--- config.mk ---
export PLATFORM = sky130hd
export DESIGN_NAME = prio_req_encoder
export DESIGN_NICKNAME = d
export VERILOG_FILES = /design/src/rtl/prio_req_encoder.sv
export SDC_FILE = /design/constraint.sdc
export NUM_CORES = 1
export LEC_CHECK = 0
export ABC_AREA = 1
export BUFFER_PORTS_ARGS = -buffer_cell sky130_fd_sc_hd__buf_4
export CAP_MARGIN = 25
export CORE_MARGIN = 10
export CORE_UTILIZATION = 44
export DETAILED_ROUTE_END_ITERATION = 10
export PLACE_DENSITY = 0.72
export SLEW_MARGIN = 25
export SYNTH_ARGS = -nofsm -noshare
export SYNTH_HDL_FRONTEND = slang
export SYNTH_SLANG_ARGS = --single-unit
--- constraint.sdc ---
create_clock -name clk -period 3.54 [get_ports clk]
set_input_delay 0.177 -clock clk [delete_from_list [all_inputs] [get_ports clk]]
set_output_delay 0.177 -clock clk [all_outputs]
set_load 0.1 [all_outputs]
--- src/rtl/prio_req_encoder.sv ---
// Registered 8-to-3 request encoder: sticky pending register drained one binary code at a time
// through a valid/ready output slot, with fixed-priority or round-robin selection.
module prio_req_encoder #(
    parameter bit MODE_RR = 1'b0
) (
    input  logic       clk,
    input  logic       rst,
    input  logic       req_load,
    input  logic [7:0] req_in,
    input  logic       out_ready,
    output logic       out_valid,
    output logic [2:0] out_code,
    output logic [7:0] pending,
    output logic       drop
);

    logic [7:0] pending_q, pending_d;
    logic       out_valid_q, out_valid_d;
    logic [2:0] out_code_q, out_code_d;
    logic [2:0] last_q, last_d;
    logic       drop_q, drop_d;

    logic [2:0] sel_fix;
    logic [2:0] sel_rr;
    logic [2:0] rr_idx;
    logic       rr_found;
    logic [2:0] sel;
    logic       slot_free;
    logic       take;
    logic [7:0] clear_mask;
    logic [7:0] load_mask;

    // Lowest set bit wins: scan downward so the last hit is the lowest index.
    always_comb begin
        sel_fix = 3'd0;
        for (int i = 7; i >= 0; i--) begin
            if (pending_q[i]) begin
                sel_fix = 3'(i);
            end
        end
    end

    // Scan last+1 .. last+8 with 3-bit wrap; k = 8 revisits last itself.
    always_comb begin
        sel_rr   = 3'd0;
        rr_idx   = 3'd0;
        rr_found = 1'b0;
        for (int k = 1; k <= 8; k++) begin
            rr_idx = last_q + 3'(k);
            if (!rr_found && pending_q[rr_idx]) begin
                sel_rr   = rr_idx;
                rr_found = 1'b1;
            end
        end
    end

    always_comb begin
        sel        = MODE_RR ? sel_rr : sel_fix;
        slot_free  = !out_valid_q || out_ready;
        take       = slot_free && (pending_q != 8'h00);
        clear_mask = take ? (8'h01 << sel) : 8'h00;
        load_mask  = req_load ? req_in : 8'h00;
    end

    always_comb begin
        pending_d   = (pending_q & ~clear_mask) | load_mask;
        out_valid_d = out_valid_q;
        out_code_d  = out_code_q;
        last_d      = last_q;
        // A bit being selected this edge is not lost when re-requested.
        drop_d      = |(load_mask & pending_q & ~clear_mask);
        if (slot_free) begin
            out_valid_d = take;
            if (take) begin
                out_code_d = sel;
                last_d     = sel;
            end
        end
    end

    always_ff @(posedge clk or posedge rst) begin
        if (rst) begin
            pending_q   <= 8'h00;
            out_valid_q <= 1'b0;
            out_code_q  <= 3'd0;
            last_q      <= 3'd7;
            drop_q      <= 1'b0;
        end else begin
            pending_q   <= pending_d;
            out_valid_q <= out_valid_d;
            out_code_q  <= out_code_d;
            last_q      <= last_d;
            drop_q      <= drop_d;
        end
    end

    assign out_valid = out_valid_q;
    assign out_code  = out_code_q;
    assign pending   = pending_q;
    assign drop      = drop_q;

endmodule

==> results of run 1 <==
-- cell type report --
type	count	share of cell area [%]
Tap cell	16	2.09
Timing Repair Buffer	25	19.8
Multi-Input combinational cell	72	35.5
Inverter	15	5.87
Clock buffer	4	2.74
Sequential cell	13	33.9
-- flip-flops by register name, summed over array words and instances, names as in the netlist --
name       count
drop           1
out_code       3
out_valid      1
pending        8
-- final timing paths --
check	startpoint	endpoint	slack (ps)	cells past startpoint
max	pending[0]$_DFF_PP0_	drop$_DFF_PP0_	2050	10
min	req_in[3]	pending[3]$_DFF_PP0_	130	3
max reg2reg	pending[0]$_DFF_PP0_	drop$_DFF_PP0_	2050	10
min reg2reg	out_code[2]$_DFFE_PP0P_	out_code[2]$_DFFE_PP0P_	480	2
max in group asynchronous	rst	pending[1]$_DFF_PP0_	2710	3
min in group asynchronous	rst	pending[0]$_DFF_PP0_	490	3
-- power by group --
part / internal (W) / switching, W
sequential: 0.000167 / 0.0000202
clock: 0.0000435 / 0.0000478
combinational: 0.0000576 / 0.000205
-- layer usage --
layer / vias to the layer above / part of all wire [%] / wire [um] / track usage [%]
met5: - / 0 / 0 / 0
met4: 0 / 1.1 / 19 / 4.70
met3: 2 / 7.0 / 124 / 3.97
met2: 13 / 47 / 827 / 16.0
met1: 297 / 45 / 797 / 13.0
li1: 369 / - / - / -
-- worst reg2reg max path, cell delays in order, from the launching register on --
cell	delay (ps)
sky130_fd_sc_hd__dfrtp_1	430
sky130_fd_sc_hd__inv_2	100
sky130_fd_sc_hd__nand2_2	90
sky130_fd_sc_hd__nor2_4	130
sky130_fd_sc_hd__nand3_2	110
sky130_fd_sc_hd__nor2_2	150
sky130_fd_sc_hd__nand3_1	110
sky130_fd_sc_hd__nand2_1	70
sky130_fd_sc_hd__nand2_1	50
sky130_fd_sc_hd__nor2_1	100
sky130_fd_sc_hd__nand2_1	60
-- repair_timing --
| action | in CTS | in global routing |
|---|---|---|
| gates resized for setup | 0 | 0 |
| hold buffers | 1 | 0 |
| endpoints found under the hold margin | 13 | 0 |
-- cells by family (layout without fill, tap and decap cells) --
kind of cell | after synthesis | count (layout)
and+or+nand+nor | 64 | 64
buffers and inverters | 16 | 44
DFF | 13 | 13
AOI/OAI and AO/OA | 8 | 8
-- synth_stat cells (all sizes together) --
master  number  area share (%)
inv         15             7.8
nand3        6             4.8
a22o         3             3.6
clkbuf       1            0.52
dfrtp       13              45
a21oi        2             1.4
o21ai        3             2.1
nor2        11             8.8
nand4        3             2.6
nand2       43              23
nand3b       1             1.0
-- through the flow --
step           power, W  std cells  hold WS, ps  utilization [%]  worst slack, ps
6_report       0.000541        145          129             62.2             2050
5_1_grt        0.000570        145          120             62.2             1890
4_1_cts        0.000546        145          127             62.2             2040
3_5_place_dp   0.000454        140          245             59.8             2040
3_3_place_gp   0.000451        140          235             59.8             2050
2_1_floorplan  0.000392        101         54.0                -             1570
==> flow_summary.html, run 1 <==
<table>
<tr><th>Metric</th><th>Value</th></tr>
<tr><th colspan="2">Run status</th></tr>
<tr><td>Status</td><td>finished clean</td></tr>
<tr><th colspan="2">GRT</th></tr>
<tr><td>Total global-route track usage</td><td>10.6%</td></tr>
<tr><td>Antenna violations before repair</td><td>0</td></tr>
<tr><td>Via count of the first global-routing pass</td><td>693</td></tr>
<tr><td>Overflow left after global routing</td><td>0</td></tr>
<tr><td>Wire length of the first global-routing pass</td><td>2990 um</td></tr>
<tr><td>Largest net degree at the start of global routing</td><td>14</td></tr>
<tr><th colspan="2">Yosys</th></tr>
<tr><td>Xor-xnor portion of the synthesized cell area</td><td>0%</td></tr>
<tr><td>Post-Syn Instances</td><td>101</td></tr>
<tr><td>Syn Nets</td><td>113</td></tr>
<tr><td>Post-synthesis mux area share</td><td>0%</td></tr>
<tr><td>Sequential area share after synthesis</td><td>44.8%</td></tr>
<tr><td>YS warnings</td><td>0</td></tr>
<tr><td>Post-synthesis instance area</td><td>726 sq um</td></tr>
<tr><td>Flop and latch count out of synthesis</td><td>13</td></tr>
<tr><td>Fraction of the mapped netlist area in simple logic gates</td><td>39.8%</td></tr>
<tr><td>Average cell area after synthesis</td><td>7.19 sq um</td></tr>
<tr><td>Number of distinct library cell variants in the gate-level netlist after synthesis</td><td>16</td></tr>
<tr><td>Post-synthesis adder-cell area fraction</td><td>0%</td></tr>
<tr><td>Largest family of logic cells by synthesized area</td><td>simple AND/OR/NAND/NOR gates</td></tr>
<tr><td>Synth Area in Compound Gates</td><td>7.07%</td></tr>
<tr><th colspan="2">Timing</th></tr>
<tr><td>Max-slew violation count</td><td>0</td></tr>
<tr><td>Final-report setup violation count</td><td>0</td></tr>
<tr><td>Period minus WS final</td><td>1490 ps</td></tr>
<tr><td>Hold Violations, Final</td><td>0</td></tr>
<tr><td>Setup repair after global routing missed its margin</td><td>false</td></tr>
<tr><td>Maximum clock rate</td><td>671 MHz</td></tr>
<tr><td>Ratio of final minimum period to clock period</td><td>42.1%</td></tr>
<tr><td>Final TNS setup</td><td>0 ps</td></tr>
<tr><td>Final clock skew</td><td>3.04 ps</td></tr>
<tr><td>Slew at the pin with the worst max-slew slack</td><td>503 ps</td></tr>
<tr><td>Worst slew slack as a fraction of its limit</td><td>66.4%</td></tr>
<tr><th colspan="2">Floorplan</th></tr>
<tr><td>Placement Rows</td><td>14</td></tr>
<tr><td>Die boundary height</td><td>60.6 um</td></tr>
<tr><td>Overall die width</td><td>60.6 um</td></tr>
<tr><td>Starting utilization of the core area</td><td>47.1%</td></tr>
<tr><td>Area of the die</td><td>0.00367 sq mm</td></tr>
<tr><td>Area of the placeable core</td><td>0.00154 sq mm</td></tr>
<tr><td>Io pins</td><td>25</td></tr>
<tr><th colspan="2">Finish</th></tr>
<tr><td>Most common library cell in the layout ignoring fill and taps</td><td>sky130_fd_sc_hd__nand2_1</td></tr>
<tr><td>Sequential Area</td><td>325 sq um</td></tr>
<tr><td>Number of diodes</td><td>0</td></tr>
<tr><td>Leading cell types in the layout, fill and taps excluded</td><td>sky130_fd_sc_hd__nand2_1, sky130_fd_sc_hd__buf_4, sky130_fd_sc_hd__inv_1, sky130_fd_sc_hd__dfrtp_1, sky130_fd_sc_hd__nor2_1</td></tr>
<tr><td>Final net count</td><td>142</td></tr>
<tr><td>Area growth from synthesis to final layout</td><td>32.1%</td></tr>
<tr><td>Number of filler instances in the final layout</td><td>172</td></tr>
<tr><td>Share of post-route cells with drive strength above 1</td><td>27.9%</td></tr>
<tr><td>Combined area of the multi-input logic cells</td><td>340 sq um</td></tr>
<tr><td>Final Cell Area</td><td>958 sq um</td></tr>
<tr><th colspan="2">Clock network</th></tr>
<tr><td>Clk buf depth</td><td>2</td></tr>
<tr><td>Clock-pin slew on the worst setup and hold paths</td><td>80 ps</td></tr>
<tr><td>Inserted Clock Buffers</td><td>3</td></tr>
<tr><td>Post-CTS Setup Inserts</td><td>0</td></tr>
<tr><td># clock sinks</td><td>13</td></tr>
<tr><td>Clock latency of the later-clocked register in the worst-skew pair</td><td>270 ps</td></tr>
<tr><td>CTS tree</td><td>yes</td></tr>
<tr><td>Deepest level of the CTS H-tree</td><td>1</td></tr>
<tr><td>Root buffer cell</td><td>sky130_fd_sc_hd__clkbuf_4</td></tr>
<tr><th colspan="2">Power and ir drop</th></tr>
<tr><td>Power density relative to cell area</td><td>565 mW/mm^2</td></tr>
<tr><td>Static power due to leakage</td><td>0.537 nW</td></tr>
<tr><td>Maximum vdd ir drop</td><td>0.000315 V</td></tr>
<tr><th colspan="2">Drt</th></tr>
<tr><td>Post-detailed-route DRC marker count</td><td>0</td></tr>
<tr><td>WL/cell</td><td>12.2 um</td></tr>
<tr><td>Total iterations of the first detailed-routing run</td><td>4</td></tr>
<tr><td>Average via count per standard cell</td><td>4.70</td></tr>
<tr><td>Total via count after detailed routing</td><td>681</td></tr>
<tr><td>Antenna violation net count after detailed routing</td><td>0</td></tr>
<tr><td>Iteration-0 DRC Markers</td><td>11</td></tr>
<tr><td>Routed Wire Length</td><td>1770 um</td></tr>
<tr><th colspan="2">Critical path</th></tr>
<tr><td>Endpoint type of the worst setup path</td><td>flip-flop</td></tr>
<tr><td>Worst EP required</td><td>3700 ps</td></tr>
<tr><td>Signal arrival time at the worst endpoint</td><td>1650 ps</td></tr>
<tr><td>Setup crit start kind</td><td>flip-flop</td></tr>
<tr><td>Biggest cell delay along the critical path</td><td>430 ps</td></tr>
<tr><td>Worst setup path category</td><td>reg2reg</td></tr>
<tr><td>Cell type of the slowest stage on the worst timing path</td><td>sky130_fd_sc_hd__dfrtp_1</td></tr>
<tr><td>Top Family by Delay on Critical Path</td><td>simple AND/OR/NAND/NOR gates</td></tr>
<tr><td>Worst Path Buf+Inv</td><td>1</td></tr>
<tr><td>Max FO, Critical Path</td><td>4</td></tr>
<tr><td>Critical Path, Cell by Cell</td><td>inv_2, nand2_2, nor2_4, nand3_2, nor2_2, nand3_1, nand2_1, nand2_1, nor2_1, nand2_1</td></tr>
<tr><td>Top cell by count, worst path</td><td>sky130_fd_sc_hd__nand2_1</td></tr>
<tr><th colspan="2">Placed design</th></tr>
<tr><td>Placed standard-cell area</td><td>922 sq um</td></tr>
<tr><td>HPWL after DPL</td><td>1460 um</td></tr>
<tr><td>Final Wtd Congestion</td><td>0.824</td></tr>
<tr><td>Total of buffers placed on input and output ports</td><td>24</td></tr>
<tr><th colspan="2">Run</th></tr>
<tr><td>Number of maximum-capacitance violations</td><td>0</td></tr>
<tr><th colspan="2">Hold path</th></tr>
<tr><td>Hold Path Class</td><td>in2reg</td></tr>
</table>
(Power assumes the default switching activity.)
==> run 2: changes to the inputs <==
- clock period: 3.54 -> 1.4 ns (I/O delays scaled with it)
==> flow_summary.html, run 2 (synthesis gave the netlist of run 1 again) <==
<table>
<tr><th>Metric</th><th>Value</th></tr>
<tr><th colspan="2">Timing</th></tr>
<tr><td>Slew at the pin with the worst max-slew slack</td><td>516 ps (was 503 ps)</td></tr>
<tr><td>Final clock skew</td><td>6.75 ps (was 3.04 ps)</td></tr>
<tr><td>Worst slew slack as a fraction of its limit</td><td>65.6% (was 66.4%)</td></tr>
<tr><td>Final-report setup violation count</td><td>7 (was 0)</td></tr>
<tr><td>Setup repair after global routing missed its margin</td><td>true (was false)</td></tr>
<tr><td>Period minus WS final</td><td>1530 ps (was 1490 ps)</td></tr>
<tr><td>Final worst slack</td><td>-135 ps (was 2050 ps)</td></tr>
<tr><td>Ratio of final minimum period to clock period</td><td>110% (was 42.1%)</td></tr>
<tr><td>Hold Violations, Final</td><td>0 (unchanged)</td></tr>
<tr><td>Max-slew violation count</td><td>0 (unchanged)</td></tr>
<tr><td>Maximum clock rate</td><td>651 MHz (was 671 MHz)</td></tr>
<tr><th colspan="2">Clock network</th></tr>
<tr><td>Deepest level of the CTS H-tree</td><td>1 (unchanged)</td></tr>
<tr><td>Inserted Clock Buffers</td><td>3 (unchanged)</td></tr>
<tr><td>Clock latency of the later-clocked register in the worst-skew pair</td><td>280 ps (was 270 ps)</td></tr>
<tr><td>Clock-pin slew on the worst setup and hold paths</td><td>90 ps (was 80 ps)</td></tr>
<tr><td>Root buffer cell</td><td>sky130_fd_sc_hd__clkbuf_4 (unchanged)</td></tr>
<tr><td>CTS tree</td><td>yes (unchanged)</td></tr>
<tr><td>Clk buf depth</td><td>2 (unchanged)</td></tr>
<tr><td># clock sinks</td><td>13 (unchanged)</td></tr>
<tr><th colspan="2">Critical path</th></tr>
<tr><td>Reg2Reg Setup Slack</td><td>-130 ps (was 2050 ps)</td></tr>
<tr><td>Beginning of the worst register-to-register path</td><td>pending[4]$_DFF_PP0_ (was pending[0]$_DFF_PP0_)</td></tr>
<tr><td>Worst EP required</td><td>1570 ps (was 3700 ps)</td></tr>
<tr><td>Signal arrival time at the worst endpoint</td><td>1710 ps (was 1650 ps)</td></tr>
<tr><td>Top cell by count, worst path</td><td>sky130_fd_sc_hd__nand2_1 (unchanged)</td></tr>
<tr><td>Biggest cell delay along the critical path</td><td>500 ps (was 430 ps)</td></tr>
<tr><td>Worst setup path category</td><td>reg2reg (unchanged)</td></tr>
<tr><td>Endpoint type of the worst setup path</td><td>flip-flop (unchanged)</td></tr>
<tr><td>Worst setup endpoint</td><td>drop$_DFF_PP0_ (unchanged)</td></tr>
<tr><td>Critical Path, Cell by Cell</td><td>buf_4, inv_1, nand2_1, nand2_1, nand2_2, nand2_2, nand3_2, nand2_1, nand2_1, nor2_1, nand2_1 (was inv_2, nand2_2, nor2_4, nand3_2, nor2_2, nand3_1, nand2_1, nand2_1, nor2_1, nand2_1)</td></tr>
<tr><td>Endpoint of the worst register-to-register path</td><td>drop$_DFF_PP0_ (unchanged)</td></tr>
<tr><td>Launching instance or port of the critical path</td><td>pending[4]$_DFF_PP0_ (was pending[0]$_DFF_PP0_)</td></tr>
<tr><td>Worst Path Buf+Inv</td><td>2 (was 1)</td></tr>
<tr><td>Crit. path cell count</td><td>11 (was 10)</td></tr>
<tr><td>Cell type of the slowest stage on the worst timing path</td><td>sky130_fd_sc_hd__dfrtp_4 (was sky130_fd_sc_hd__dfrtp_1)</td></tr>
<tr><td>Top Family by Delay on Critical Path</td><td>simple AND/OR/NAND/NOR gates (unchanged)</td></tr>
<tr><td>Number of cells traversed by the worst register-to-register path</td><td>11 (was 10)</td></tr>
<tr><td>Max FO, Critical Path</td><td>3 (was 4)</td></tr>
<tr><td>Setup crit start kind</td><td>flip-flop (unchanged)</td></tr>
<tr><th colspan="2">GRT</th></tr>
<tr><td>Wire length of the first global-routing pass</td><td>3600 um (was 2990 um)</td></tr>
<tr><td>Via count of the first global-routing pass</td><td>841 (was 693)</td></tr>
<tr><td>Total global-route track usage</td><td>12.6% (was 10.6%)</td></tr>
<tr><td>Largest net degree at the start of global routing</td><td>14 (unchanged)</td></tr>
<tr><td>Antenna violations before repair</td><td>0 (unchanged)</td></tr>
<tr><td>Overflow left after global routing</td><td>0 (unchanged)</td></tr>
<tr><th colspan="2">Finish</th></tr>
<tr><td>Final net count</td><td>164 (was 142)</td></tr>
<tr><td>Most common library cell in the layout ignoring fill and taps</td><td>sky130_fd_sc_hd__buf_4 (was sky130_fd_sc_hd__nand2_1)</td></tr>
<tr><td>Leading cell types in the layout, fill and taps excluded</td><td>sky130_fd_sc_hd__buf_4, sky130_fd_sc_hd__nand2_1, sky130_fd_sc_hd__inv_1, sky130_fd_sc_hd__nand2_2, sky130_fd_sc_hd__dfrtp_4 (was sky130_fd_sc_hd__nand2_1, sky130_fd_sc_hd__buf_4, sky130_fd_sc_hd__inv_1, sky130_fd_sc_hd__dfrtp_1, sky130_fd_sc_hd__nor2_1)</td></tr>
<tr><td>Final Util</td><td>82.5% (was 62.2%)</td></tr>
<tr><td>Number of filler instances in the final layout</td><td>94 (was 172)</td></tr>
<tr><td>Share of post-route cells with drive strength above 1</td><td>58.3% (was 27.9%)</td></tr>
<tr><td>Area growth from synthesis to final layout</td><td>75.2% (was 32.1%)</td></tr>
<tr><td>Number of diodes</td><td>0 (unchanged)</td></tr>
<tr><td>Number of flip-flops in the largest register</td><td>8 (unchanged)</td></tr>
<tr><th colspan="2">Floorplan</th></tr>
<tr><td>Starting utilization of the core area</td><td>47.1% (unchanged)</td></tr>
<tr><td>Overall die width</td><td>60.6 um (unchanged)</td></tr>
<tr><td>Die boundary height</td><td>60.6 um (unchanged)</td></tr>
<tr><td>Area of the die</td><td>0.00367 sq mm (unchanged)</td></tr>
<tr><td>Area of the placeable core</td><td>0.00154 sq mm (unchanged)</td></tr>
<tr><td>Io pins</td><td>25 (unchanged)</td></tr>
<tr><td>Placement Rows</td><td>14 (unchanged)</td></tr>
<tr><th colspan="2">Drt</th></tr>
<tr><td>Metal3 WL</td><td>160 um (was 124 um)</td></tr>
<tr><td>Total iterations of the first detailed-routing run</td><td>4 (unchanged)</td></tr>
<tr><td>Antenna violation net count after detailed routing</td><td>0 (unchanged)</td></tr>
<tr><td>Average via count per standard cell</td><td>5.20 (was 4.70)</td></tr>
<tr><td>Total via count after detailed routing</td><td>869 (was 681)</td></tr>
<tr><td>Routed metal-1 wirelength</td><td>1020 um (was 797 um)</td></tr>
<tr><td>Routed Wire Length</td><td>2420 um (was 1770 um)</td></tr>
<tr><td>Routed length on met2</td><td>1130 um (was 827 um)</td></tr>
<tr><td>Topmost layer with routed signal wires</td><td>met4 (unchanged)</td></tr>
<tr><td>Iteration-0 DRC Markers</td><td>26 (was 11)</td></tr>
<tr><td>Post-detailed-route DRC marker count</td><td>0 (unchanged)</td></tr>
<tr><td>WL/cell</td><td>14.5 um (was 12.2 um)</td></tr>
<tr><th colspan="2">Hold path</th></tr>
<tr><td>Hold Path Class</td><td>in2reg (unchanged)</td></tr>
<tr><th colspan="2">Power and ir drop</th></tr>
<tr><td>Static power due to leakage</td><td>0.652 nW (was 0.537 nW)</td></tr>
<tr><td>Power density relative to cell area</td><td>1290 mW/mm^2 (was 565 mW/mm^2)</td></tr>
<tr><td>Maximum vdd ir drop</td><td>0.000916 V (was 0.000315 V)</td></tr>
<tr><th colspan="2">Placed design</th></tr>
<tr><td>Final Wtd Congestion</td><td>0.858 (was 0.824)</td></tr>
<tr><td>HPWL after DPL</td><td>1630 um (was 1460 um)</td></tr>
<tr><td>Total of buffers placed on input and output ports</td><td>24 (unchanged)</td></tr>
<tr><td>Worst-case setup slack after placement</td><td>-134 ps (was 2040 ps)</td></tr>
<tr><th colspan="2">Run status</th></tr>
<tr><td>Status</td><td>complete, but fails checks (was finished clean)</td></tr>
<tr><td>Violations in the final reports</td><td>setup timing</td></tr>
<tr><th colspan="2">Run</th></tr>
<tr><td>Number of maximum-capacitance violations</td><td>0 (unchanged)</td></tr>
</table>
## run 2: changes by cell type in the layout (fill, tap and decap cells not counted), sizes merged
cell / before / now
buf: 24 / 46
## run 2: worst min path at each step
stage | slack [ps] | startpoint | depth (start not counted) | endpoint
after global routing | 20 | req_in[7] | 3 | pending[7]$_DFF_PP0_
final | 6 | req_in[4] | 3 | pending[4]$_DFF_PP0_
after detailed placement | 140 | rst | 2 | pending[7]$_DFF_PP0_
after CTS | 7 | req_in[6] | 3 | pending[6]$_DFF_PP0_
after floorplan | -50 | rst | 1 | drop$_DFF_PP0_
after global placement | 130 | rst | 2 | pending[7]$_DFF_PP0_
## run 2: final cells by class
cell class / instances / area [sq um] / area share [%]
Multi-Input combinational cell: 72 / 445 / 35.0
Sequential cell: 13 / 359 / 28.2
Timing Repair Buffer: 47 / 359 / 28.2
Inverter: 15 / 61.3 / 4.82
Clock buffer: 4 / 26.3 / 2.07
Tap cell: 16 / 20.0 / 1.57
## run 2: report_power, final
| group | switching (W) | leakage (nW) | internal (W) | total (W) |
|---|---|---|---|---|
| sequential | 0.0000443 | 0.135 | 0.000442 | 0.000487 |
| clock | 0.000135 | 0.0150 | 0.000111 | 0.000245 |
| combinational | 0.000627 | 0.501 | 0.000281 | 0.000908 |
## run 2: metal layers
layer / global-route usage, % / vias up
li1: - / 417
met5: 0 / -
met1: 15.2 / 405
met3: 3.76 / 13
met2: 20.2 / 34
met4: 5.33 / 0
## run 2: worst register-to-register path, cell delays in order (launching register included)
cell and delay, ps:
sky130_fd_sc_hd__dfrtp_4 500, sky130_fd_sc_hd__buf_4 150, sky130_fd_sc_hd__inv_1 60, sky130_fd_sc_hd__nand2_1 50, sky130_fd_sc_hd__nand2_1 70, sky130_fd_sc_hd__nand2_2 90
sky130_fd_sc_hd__nand2_2 100, sky130_fd_sc_hd__nand3_2 100, sky130_fd_sc_hd__nand2_1 70, sky130_fd_sc_hd__nand2_1 60, sky130_fd_sc_hd__nor2_1 120, sky130_fd_sc_hd__nand2_1 60
## run 2: per-stage QoR
stage	hold slack, ps	total power, W	cells	instance area, sq um	setup TNS, ps
6_report	5.54	0.00164	167	1270	-301
5_1_grt	15.3	0.00171	167	1270	-996
4_1_cts	7.39	0.00153	164	1160	-150
3_5_place_dp	137	0.00127	158	1090	-165
3_3_place_gp	125	0.00126	158	1090	-155
2_1_floorplan	-52.9	0.00102	101	762	-532
## run 2: timing repair
| item | 4_1_cts | 5_1_grt |
|---|---|---|
| hold endpoints to repair | 13 | 0 |
| resized for setup | 7 | 25 |
| buffers inserted | 1 | 3 |
| pin swaps | 5 | 9 |
| setup endpoints to repair | 4 | 13 |
| hold buffers | 1 | 0 |
==> run 3: changes to the inputs <==
- GPL_TIMING_DRIVEN: unset -> 0
==> flow_summary.html, run 3 (synthesis gave the netlist of run 1 again) <==
<table>
<tr><th>Metric</th><th>Value</th></tr>
<tr><th colspan="2">Run status</th></tr>
<tr><td>Status</td><td>complete, but fails checks (unchanged)</td></tr>
<tr><td>Violations in the final reports</td><td>setup timing (unchanged)</td></tr>
<tr><th colspan="2">Finish</th></tr>
<tr><td>Final Cell Area</td><td>0.00116 sq mm (was 0.00127 sq mm)</td></tr>
<tr><td>Most common library cell in the layout ignoring fill and taps</td><td>sky130_fd_sc_hd__nand2_1 (was sky130_fd_sc_hd__buf_4)</td></tr>
<tr><td>Area growth from synthesis to final layout</td><td>59.3% (was 75.2%)</td></tr>
<tr><td>Final Util</td><td>75.0% (was 82.5%)</td></tr>
<tr><td>Number of filler instances in the final layout</td><td>125 (was 94)</td></tr>
<tr><td>Leading cell types in the layout, fill and taps excluded</td><td>sky130_fd_sc_hd__nand2_1, sky130_fd_sc_hd__buf_4, sky130_fd_sc_hd__inv_1, sky130_fd_sc_hd__dfrtp_4, sky130_fd_sc_hd__nor2_4 (was sky130_fd_sc_hd__buf_4, sky130_fd_sc_hd__nand2_1, sky130_fd_sc_hd__inv_1, sky130_fd_sc_hd__nand2_2, sky130_fd_sc_hd__dfrtp_4)</td></tr>
<tr><td>Final net count</td><td>155 (was 164)</td></tr>
<tr><td>Share of post-route cells with drive strength above 1</td><td>48.6% (was 58.3%)</td></tr>
<tr><td>Number of flip-flops in the largest register</td><td>8 (unchanged)</td></tr>
<tr><td>Number of diodes</td><td>0 (unchanged)</td></tr>
<tr><th colspan="2">Power and ir drop</th></tr>
<tr><td>Maximum vdd ir drop</td><td>0.000806 V (was 0.000916 V)</td></tr>
<tr><td>Net switching power of the design</td><td>0.000756 W (was 0.000806 W)</td></tr>
<tr><td>Switching share of total power</td><td>49.8% (was 49.2%)</td></tr>
<tr><td>Static power due to leakage</td><td>0.599 nW (was 0.652 nW)</td></tr>
<tr><td>Internal portion of total power</td><td>0.000763 W (was 0.000834 W)</td></tr>
<tr><td>Power density relative to cell area</td><td>1310 mW/mm^2 (was 1290 mW/mm^2)</td></tr>
<tr><td>Sequential share of power</td><td>32.0% (was 29.7%)</td></tr>
<tr><td>Clock power share</td><td>16.2% (was 15.0%)</td></tr>
<tr><td>Fraction of power consumed by combinational cells</td><td>51.8% (was 55.4%)</td></tr>
<tr><td>Post-layout power</td><td>0.00152 W (was 0.00164 W)</td></tr>
<tr><th colspan="2">Clock network</th></tr>
<tr><td>Clk buf depth</td><td>2 (unchanged)</td></tr>
<tr><td>CTS tree</td><td>yes (unchanged)</td></tr>
<tr><td>Deepest level of the CTS H-tree</td><td>1 (unchanged)</td></tr>
<tr><td>Clock-pin slew on the worst setup and hold paths</td><td>90 ps (about the same)</td></tr>
<tr><td># clock sinks</td><td>13 (unchanged)</td></tr>
<tr><td>Clock latency of the later-clocked register in the worst-skew pair</td><td>290 ps (was 280 ps)</td></tr>
<tr><td>Root buffer cell</td><td>sky130_fd_sc_hd__clkbuf_4 (unchanged)</td></tr>
<tr><td>Inserted Clock Buffers</td><td>3 (unchanged)</td></tr>
<tr><th colspan="2">Timing</th></tr>
<tr><td>WHS</td><td>0.920 ps (was 5.54 ps)</td></tr>
<tr><td>Hold Violations, Final</td><td>0 (unchanged)</td></tr>
<tr><td>Slew at the pin with the worst max-slew slack</td><td>503 ps (was 516 ps)</td></tr>
<tr><td>Ratio of final minimum period to clock period</td><td>108% (was 110%)</td></tr>
<tr><td>Period minus WS final</td><td>1510 ps (was 1530 ps)</td></tr>
<tr><td>Max-slew violation count</td><td>0 (unchanged)</td></tr>
<tr><td>Maximum clock rate</td><td>660 MHz (was 651 MHz)</td></tr>
<tr><td>Final clock skew</td><td>4.12 ps (was 6.75 ps)</td></tr>
<tr><td>Final worst slack</td><td>-115 ps (was -135 ps)</td></tr>
<tr><td>Final-report setup violation count</td><td>5 (was 7)</td></tr>
<tr><td>Setup repair after global routing missed its margin</td><td>true (unchanged)</td></tr>
<tr><td>Worst slew slack as a fraction of its limit</td><td>66.4% (was 65.6%)</td></tr>
<tr><th colspan="2">Critical path</th></tr>
<tr><td>Launching instance or port of the critical path</td><td>pending[1]$_DFF_PP0_ (was pending[4]$_DFF_PP0_)</td></tr>
<tr><td>Setup crit start kind</td><td>flip-flop (unchanged)</td></tr>
<tr><td>Top cell by count, worst path</td><td>sky130_fd_sc_hd__nand2_1 (unchanged)</td></tr>
<tr><td>Critical Path, Cell by Cell</td><td>inv_4, nand2_4, nor2_4, nand3_4, nor2_4, nand3_2, nand2_1, nand2_1, nor2_1, nand2_1 (was buf_4, inv_1, nand2_1, nand2_1, nand2_2, nand2_2, nand3_2, nand2_1, nand2_1, nor2_1, nand2_1)</td></tr>
<tr><td>Number of cells traversed by the worst register-to-register path</td><td>10 (was 11)</td></tr>
<tr><td>Signal arrival time at the worst endpoint</td><td>1690 ps (was 1710 ps)</td></tr>
<tr><td>Endpoint type of the worst setup path</td><td>flip-flop (unchanged)</td></tr>
<tr><td>Cell type of the slowest stage on the worst timing path</td><td>sky130_fd_sc_hd__dfrtp_4 (unchanged)</td></tr>
<tr><td>Endpoint of the worst register-to-register path</td><td>drop$_DFF_PP0_ (unchanged)</td></tr>
<tr><td>Crit. path cell count</td><td>10 (was 11)</td></tr>
<tr><td>Worst setup path category</td><td>reg2reg (unchanged)</td></tr>
<tr><td>Worst EP required</td><td>1580 ps (was 1570 ps)</td></tr>
<tr><td>Worst Path Buf+Inv</td><td>1 (was 2)</td></tr>
<tr><td>Reg2Reg Setup Slack</td><td>-110 ps (was -130 ps)</td></tr>
<tr><td>Biggest cell delay along the critical path</td><td>510 ps (was 500 ps)</td></tr>
<tr><td>Beginning of the worst register-to-register path</td><td>pending[1]$_DFF_PP0_ (was pending[4]$_DFF_PP0_)</td></tr>
<tr><td>Top Family by Delay on Critical Path</td><td>simple AND/OR/NAND/NOR gates (unchanged)</td></tr>
<tr><td>Max FO, Critical Path</td><td>3 (unchanged)</td></tr>
<tr><th colspan="2">Hold path</th></tr>
<tr><td>Worst hold path startpoint</td><td>req_in[3] (was req_in[4])</td></tr>
<tr><td>Cell count of the worst hold path</td><td>3 (unchanged)</td></tr>
<tr><td>Hold Path Class</td><td>in2reg (unchanged)</td></tr>
<tr><td>Hold worst-path end</td><td>pending[3]$_DFF_PP0_ (was pending[4]$_DFF_PP0_)</td></tr>
<tr><th colspan="2">GRT</th></tr>
<tr><td>Via count of the first global-routing pass</td><td>803 (was 841)</td></tr>
<tr><td>Total global-route track usage</td><td>11.1% (was 12.6%)</td></tr>
<tr><td>Largest net degree at the start of global routing</td><td>14 (unchanged)</td></tr>
<tr><td>Wire length of the first global-routing pass</td><td>3110 um (was 3600 um)</td></tr>
<tr><td>Antenna violations before repair</td><td>0 (unchanged)</td></tr>
<tr><td>Overflow left after global routing</td><td>0 (unchanged)</td></tr>
<tr><th colspan="2">Drt</th></tr>
<tr><td>Post-detailed-route DRC marker count</td><td>0 (unchanged)</td></tr>
<tr><td>Total iterations of the first detailed-routing run</td><td>4 (unchanged)</td></tr>
<tr><td>WL/cell</td><td>13.7 um (was 14.5 um)</td></tr>
<tr><td>Average via count per standard cell</td><td>4.96 (was 5.20)</td></tr>
<tr><td>Antenna violation net count after detailed routing</td><td>0 (unchanged)</td></tr>
<tr><td>Iteration-0 DRC Markers</td><td>14 (was 26)</td></tr>
<tr><td>Routed Wire Length</td><td>2160 um (was 2420 um)</td></tr>
<tr><td>Total via count after detailed routing</td><td>783 (was 869)</td></tr>
<tr><th colspan="2">Floorplan</th></tr>
<tr><td>Area of the placeable core</td><td>0.00154 sq mm (unchanged)</td></tr>
<tr><td>Die boundary height</td><td>60.6 um (unchanged)</td></tr>
<tr><td>Starting utilization of the core area</td><td>47.1% (unchanged)</td></tr>
<tr><td>Placement Rows</td><td>14 (unchanged)</td></tr>
<tr><td>Overall die width</td><td>60.6 um (unchanged)</td></tr>
<tr><td>Io pins</td><td>25 (unchanged)</td></tr>
<tr><td>Area of the die</td><td>0.00367 sq mm (unchanged)</td></tr>
<tr><th colspan="2">Placed design</th></tr>
<tr><td>Total of buffers placed on input and output ports</td><td>24 (unchanged)</td></tr>
<tr><td>Placed standard-cell area</td><td>962 sq um (was 0.00109 sq mm)</td></tr>
<tr><td>Final Wtd Congestion</td><td>0.819 (was 0.858)</td></tr>
<tr><td>HPWL after DPL</td><td>1450 um (was 1630 um)</td></tr>
<tr><th colspan="2">Run</th></tr>
<tr><td>Number of maximum-capacitance violations</td><td>0 (unchanged)</td></tr>
</table>
-- run 3: cell count changes in the layout (fill, tap and decap cells not counted), moves of 2 or more --
| cell | change |
|---|---|
| sky130_fd_sc_hd__nand2_2 | -5 |
| sky130_fd_sc_hd__nand2_1 | +7 |
| sky130_fd_sc_hd__buf_4 | -9 |
| sky130_fd_sc_hd__nand2_4 | -2 |
-- run 3: cell type report --
| cell class | instances | area (sq um) | area share, % |
|---|---|---|---|
| multi-input cells | 72 | 405 | 35.1 |
| flip-flops and latches | 13 | 359 | 31.1 |
| repair buffers | 37 | 280 | 24.2 |
| inverters | 15 | 61.3 | 5.30 |
| clock buffers | 4 | 26.3 | 2.27 |
| well taps | 16 | 20.0 | 1.73 |
| plain buffers | 1 | 3.75 | 0.325 |
-- run 3: worst register-to-register path, stage by stage (launching register included) --
cell and delay, ps:
sky130_fd_sc_hd__dfrtp_4 510, sky130_fd_sc_hd__inv_4 80, sky130_fd_sc_hd__nand2_4 60, sky130_fd_sc_hd__nor2_4 140, sky130_fd_sc_hd__nand3_4 120, sky130_fd_sc_hd__nor2_4 110, sky130_fd_sc_hd__nand3_2 90, sky130_fd_sc_hd__nand2_1 80
sky130_fd_sc_hd__nand2_1 50, sky130_fd_sc_hd__nor2_1 110, sky130_fd_sc_hd__nand2_1 60
-- run 3: worst max-delay path by stage --
stage	to	slack [ps]
after floorplan	drop$_DFF_PP0_	-150
after global placement	drop$_DFF_PP0_	-130
after detailed placement	drop$_DFF_PP0_	-150
after CTS	drop$_DFF_PP0_	-90
after global routing	drop$_DFF_PP0_	-260
final	drop$_DFF_PP0_	-110
-- run 3: what timing repair did --
item,CTS,global route
resized for setup,5,13
pin swaps,4,6
hold endpoints to repair,13,0
buffers inserted,8,4
hold buffers,1,0
endpoints found under the setup margin,6,7
-- run 3: power groups by stage --
| stage | clock network [W] | registers [W] | logic, W |
|---|---|---|---|
| 6_report | 0.000245 | 0.000486 | 0.000788 |
| 5_1_grt | 0.000255 | 0.000491 | 0.000835 |
| 4_1_cts | 0.000246 | 0.000481 | 0.000739 |
| 3_5_place_dp | 0 | 0.000504 | 0.000667 |
| 3_3_place_gp | 0 | 0.000500 | 0.000661 |
| 2_1_floorplan | 0 | 0.000859 | 0.000160 |
-- run 3: stage by stage --
step | setup slack (ps) | cells | setup TNS [ps]
after floorplan | -151 | 101 | -532
after global placement | -132 | 141 | -221
after detailed placement | -153 | 141 | -304
after CTS | -94.4 | 154 | -268
after global routing | -257 | 158 | -905
final | -115 | 158 | -269
-- run 3: layer usage --
layer	global-route usage, %	up-vias	wire length (um)
met1	10.5	370	861
li1	-	394	-
met5	0	-	0
met2	19.5	15	1130
met3	4.80	4	140
met4	6.27	0	25
